**config.mk**
```make
export PLATFORM = sky130hd
export DESIGN_NAME = instr_fetch_unit
export DESIGN_NICKNAME = d
export VERILOG_FILES = /design/src/rtl/instr_fetch_unit.sv
export SDC_FILE = /design/constraint.sdc
export NUM_CORES = 1
export LEC_CHECK = 0
export BUFFER_PORTS_ARGS = -buffer_cell sky130_fd_sc_hd__clkbuf_2
export CAP_MARGIN = 20
export CELL_PAD_IN_SITES_DETAIL_PLACEMENT = 1
export CELL_PAD_IN_SITES_GLOBAL_PLACEMENT = 1
export CORE_ASPECT_RATIO = 0.6
export CORE_MARGIN = 3
export CORE_UTILIZATION = 37
export DETAILED_ROUTE_END_ITERATION = 8
export GPL_TIMING_DRIVEN = 0
export PLACE_DENSITY_LB_ADDON = 0.12
export SLEW_MARGIN = 25
export SYNTH_ARGS = -nofsm -noshare
export SYNTH_HDL_FRONTEND = slang
export SYNTH_SLANG_ARGS = --single-unit
```
**constraint.sdc**
```tcl
create_clock -name clk_i -period 2.19 [get_ports clk_i]
set_input_delay 0.1095 -clock clk_i [delete_from_list [all_inputs] [get_ports clk_i]]
set_output_delay 0.1095 -clock clk_i [all_outputs]
set_load 0.01 [all_outputs]
```
**src/rtl/instr_fetch_unit.sv**
```systemverilog
// Instruction fetch unit: issues one word read per accepted fetch, loads the IR,
// and strobes the next-sequential PC. Misaligned PCs and unacknowledged reads raise a sticky fault.
`timescale 1ns/1ps

module instr_fetch_unit #(
    parameter int unsigned MAX_WAIT = 15
) (
    input  logic        clk_i,
    input  logic        rst_ni,
    input  logic        fetch_start_i,
    input  logic [31:0] pc_in_i,
    input  logic        flush_i,
    input  logic        mem_ack_i,
    input  logic [31:0] mem_rdata_i,
    output logic        mem_req_o,
    output logic [31:0] mem_addr_o,
    output logic [31:0] ir_out_o,
    output logic        ir_valid_o,
    output logic        pc_load_o,
    output logic [31:0] pc_next_o,
    output logic        busy_o,
    output logic        fault_o,
    output logic [1:0]  fault_code_o
);

    typedef enum logic [1:0] {
        IDLE  = 2'd0,
        REQ   = 2'd1,
        DONE  = 2'd2,
        FAULT = 2'd3
    } state_e;

    localparam logic [1:0] FC_NONE     = 2'b00;
    localparam logic [1:0] FC_MISALIGN = 2'b01;
    localparam logic [1:0] FC_TIMEOUT  = 2'b10;

    localparam int unsigned          WAIT_W    = $clog2(MAX_WAIT + 1);
    localparam logic [WAIT_W-1:0]    WAIT_LAST = WAIT_W'(MAX_WAIT - 1);

    state_e              state_q;
    logic                mem_req_q;
    logic [31:0]         mem_addr_q;
    logic [31:0]         ir_q;
    logic                ir_valid_q;
    logic                pc_load_q;
    logic [31:0]         pc_next_q;
    logic [1:0]          fault_code_q;
    logic [WAIT_W-1:0]   wait_q;

    logic [31:0]         pc_next_d;
    logic [WAIT_W-1:0]   wait_d;

    // The 32-bit add wraps naturally, so 0xFFFFFFFC advances to 0x00000000.
    assign pc_next_d = mem_addr_q + 32'd4;
    assign wait_d    = wait_q + WAIT_W'(1);

    // NOTE: every register here is sequential state, so it is written with <= only;
    // blocking assignments would let later statements see half-updated values.
    always_ff @(posedge clk_i or negedge rst_ni) begin
        if (!rst_ni) begin
            state_q      <= IDLE;
            mem_req_q    <= 1'b0;
            mem_addr_q   <= '0;
            ir_q         <= '0;
            ir_valid_q   <= 1'b0;
            pc_load_q    <= 1'b0;
            pc_next_q    <= '0;
            fault_code_q <= FC_NONE;
            wait_q       <= '0;
        end else if (flush_i) begin
            // Flush beats any same-cycle ack or fetch: nothing is latched and no PC load follows.
            state_q      <= IDLE;
            mem_req_q    <= 1'b0;
            ir_valid_q   <= 1'b0;
            pc_load_q    <= 1'b0;
            fault_code_q <= FC_NONE;
            wait_q       <= '0;
        end else begin
            case (state_q)
                IDLE: begin
                    if (fetch_start_i) begin
                        if (pc_in_i[1:0] == 2'b00) begin
                            mem_addr_q <= pc_in_i;
                            mem_req_q  <= 1'b1;
                            ir_valid_q <= 1'b0;
                            wait_q     <= '0;
                            state_q    <= REQ;
                        end else begin
                            fault_code_q <= FC_MISALIGN;
                            state_q      <= FAULT;
                        end
                    end
                end
                REQ: begin
                    if (mem_ack_i) begin
                        ir_q       <= mem_rdata_i;
                        ir_valid_q <= 1'b1;
                        mem_req_q  <= 1'b0;
                        pc_load_q  <= 1'b1;
                        pc_next_q  <= pc_next_d;
                        state_q    <= DONE;
                    end else if (wait_q == WAIT_LAST) begin
                        mem_req_q    <= 1'b0;
                        fault_code_q <= FC_TIMEOUT;
                        state_q      <= FAULT;
                    end else begin
                        wait_q <= wait_d;
                    end
                end
                DONE: begin
                    pc_load_q <= 1'b0;
                    state_q   <= IDLE;
                end
                FAULT: begin
                    state_q <= FAULT;
                end
                default: begin
                    state_q <= IDLE;
                end
            endcase
        end
    end

    assign mem_req_o    = mem_req_q;
    assign mem_addr_o   = mem_addr_q;
    assign ir_out_o     = ir_q;
    assign ir_valid_o   = ir_valid_q;
    assign pc_load_o    = pc_load_q;
    assign pc_next_o    = pc_next_q;
    assign busy_o       = (state_q != IDLE);
    assign fault_o      = (state_q == FAULT);
    assign fault_code_o = fault_code_q;

endmodule

```
==> results.md <==
- Status: finished, final reports clean
- Slew @ Worst Pin: 0.754 ns
- Place WS: 0.0346 ns
- Largest family of logic cells by synthesized area: simple AND/OR/NAND/NOR gates
- Setup TNS: 0 ns
- Port bufs: 171
- Synth Area in Adders: 0.807%
- Post-synth top area cell: dfrtp_1
- Hold Slack: 0.0148 ns
- Post-layout worst setup margin: 0.138 ns
- Most frequent cells in the layout: clkbuf_2, nand2_1, dfrtp_1, dlygate4sd3_1, mux2_2
- Post-synth top area share: 57.6%
- Critical-path cell list: nand3_4, nor4_4, nand3_1, xor2_1, o21ai_1
- Post-DP HPWL: 10100 microns
- Post-synthesis xor/xnor area fraction: 5.46%
- HP Start: pc_in_i[10]
- WP data required: 2.39 ns
- Endpoint class of the critical path: flop
- Initial core utilization: 38.2%
- Drt wl/cell: 17.0 microns
- Final Total Pwr: 6.57 mW
- Io pins: 172
- Slew margin rel.: 49.3%
- Cells after Synth: 454
- Post-Synth Simple-Gate Area: 19.8%
- Largest net degree at the start of global routing: 78
- # nets final: 767
- Initial antenna violation count: 0
- Dominant cells by area after synthesis: dfrtp_1, nand2_1, mux2_2
- Row count: 31
- Post-synthesis mux area share: 7.26%
- Share of layout cells above drive strength 1: 33.6%
- R2R depth: 5
- P&R area growth vs syn: 42.0%
- Final WL: 14700 microns
- Clk_skew: 0.0101 ns
- Die X: 151 microns
- Vias in the first global route: 4397
- Drt drc: 0
- Sequential area share after synthesis: 57.6%
- R2r setup slk: 0.14 ns
- Clk buf depth: 2
- Post-layout min period: 2.05 ns
- Power Dens Cells: 995 nW/um^2
- Root Buffer Master: clkbuf_16
- MaxCap Viol Count: 0
- CTS tree: yes
- Synth Net Count: 526
- Cell area after synthesis: 4650 sq um
- CP Class: reg -> reg
- Htree depth: 3
- CP Depth: 5
- Leak: 3.37 nW
- Remaining global-route overflow: 0
- Reg2reg start: mem_addr_o[6]$_DFFE_PN0P_
- Syn avg cell area: 10.2 sq um
- Most common cell after layout, fill and taps aside: clkbuf_2
- Die Ht: 92.9 microns
- CP max-delay cell: nor4_4
- Vias: 4214
- CP top delay family: simple AND/OR/NAND/NOR gates
- Final Hold Vio Count: 0
- Worst path bufs/invs: 0
- Detail Route Antenna Nets: 0
- Total clock sinks: 107
- Drt via density: 4.88
- Synth Register Bits: 107
- Gr usage total: 21.5%
- Worst setup SP type: flop
- Max Clk Rate: 487 MHz
- CP Data Arrival Time: 2.25 ns
- Fin crit share: 93.7%
- First DRT Iteration DRCs: 131
- Clock-pin slew on the worst setup and hold paths: 0.07 ns
- Hold Crit Endpoint: mem_addr_o[10]$_DFFE_PN0P_
- Core box area: 12200 sq um
- Die ar.: 14000 sq um
- Max-slew violations: 0
- VDD IR-drop max: 474 uV
- Worst skew pair latency: 0.34 ns
- Worst r2r dst: pc_next_o[31]$_DFFE_PN0P_
- HP Class: in -> reg
- # diodes: 0
- First-pass GRT wire length: 23500 microns
- Hold Crit Depth: 2
- Final Util: 54.2%
- Synthesis Warnings: 0
- Post-synthesis cell type count: 38
- Synth Area in Compound Gates: 6.62%
- CP peak stage delay: 0.73 ns
- Max FO, Critical Path: 9
- Drt pass-1 iters: 6
- Routability cong.: 0.775
- Number of buffers created by CTS: 9
- Setup-failing EPs final: 0
- RSZ-0062 raised after global routing: no
## power by group
group          switching [mW]  internal, mW
registers               0.532          2.55
logic                    1.08         0.887
clock network           0.726         0.801
## cells in the mapped netlist, drive strengths merged
master   instances
mux2            30
a2bb2oi          1
o31a             1
nor2             7
o2bb2ai          2
and3             7
nor2b            1
a21oi            6
nor3b            2
clkbuf           9
buf             13
o21ai           37
nand3           19
nand2b           1
dfrtp          107
a31oi            1
o21bai           1
xor2            21
and2             2
a211o            1
nand4            9
a21o             1
nor4             3
nand2          150
a21bo            1
ha               3
nor3             3
xnor2            8
o311a            1
inv              4
and4             2
## through the flow
step                      area, sq um  cells
after floorplan                  4650    454
after global placement           5710    790
after detailed placement         5750    791
after CTS                        6600    863
after global routing             6610    864
final                            6610    864
## sequential cells by signal, indices dropped and copies added (netlist names)
register,flops
fault_code_o,2
state_q,2
ir_out_o,32
wait_q,4
ir_valid_o,1
mem_req_o,1
mem_addr_o,32
pc_load_o,1
pc_next_o,32
## routing by layer
metal,part of all wire (%),vias to the layer above,global-route usage [%]
met5,0,-,0
met4,0.52,0,3.70
met3,6.3,8,5.82
met2,47,114,35.1
met1,46,2098,29.1
li1,-,1994,-
## kinds of logic after synthesis
| family | Yosys count |
|---|---|
| xor gates and xnor gates | 29 |
| DFF | 107 |
| muxes | 30 |
| adders and majority gates | 3 |
| AOI/OAI and AO/OA | 53 |
| buffers and inverters | 26 |
| and+or+nand+nor | 206 |
## how the worst max path moves through the flow
stage | to | start | slack, ns
after floorplan | pc_next_o[20]$_DFFE_PN0P_ | mem_addr_o[2]$_DFFE_PN0P_ | 0.52
after global placement | mem_addr_o[28]$_DFFE_PN0P_ | rst_ni | -0.54
after detailed placement | pc_next_o[30]$_DFFE_PN0P_ | mem_addr_o[2]$_DFFE_PN0P_ | 0.03
after CTS | pc_next_o[30]$_DFFE_PN0P_ | mem_addr_o[2]$_DFFE_PN0P_ | 0.02
after global routing | pc_next_o[31]$_DFFE_PN0P_ | mem_addr_o[5]$_DFFE_PN0P_ | 0.009
final | pc_next_o[31]$_DFFE_PN0P_ | mem_addr_o[6]$_DFFE_PN0P_ | 0.14
## what timing repair did
action,4_1_cts,5_1_grt
hold buffers,57,0
buffers inserted,0,1
endpoints found under the setup margin,0,13
endpoints found under the hold margin,86,0
resized for setup,0,2
## cell type report
cell class / count / area [sq um]
timing repair buffer: 230 / 1470
tap: 165 / 206
fill: 1408 / 5570
sequential: 107 / 2680
clock inverter: 5 / 37.5
clock buffer: 10 / 239
buffer: 22 / 100
inverter: 4 / 15.0
multi-input combinational: 321 / 1860
Note: power is estimated with default switching activity, not from simulation.
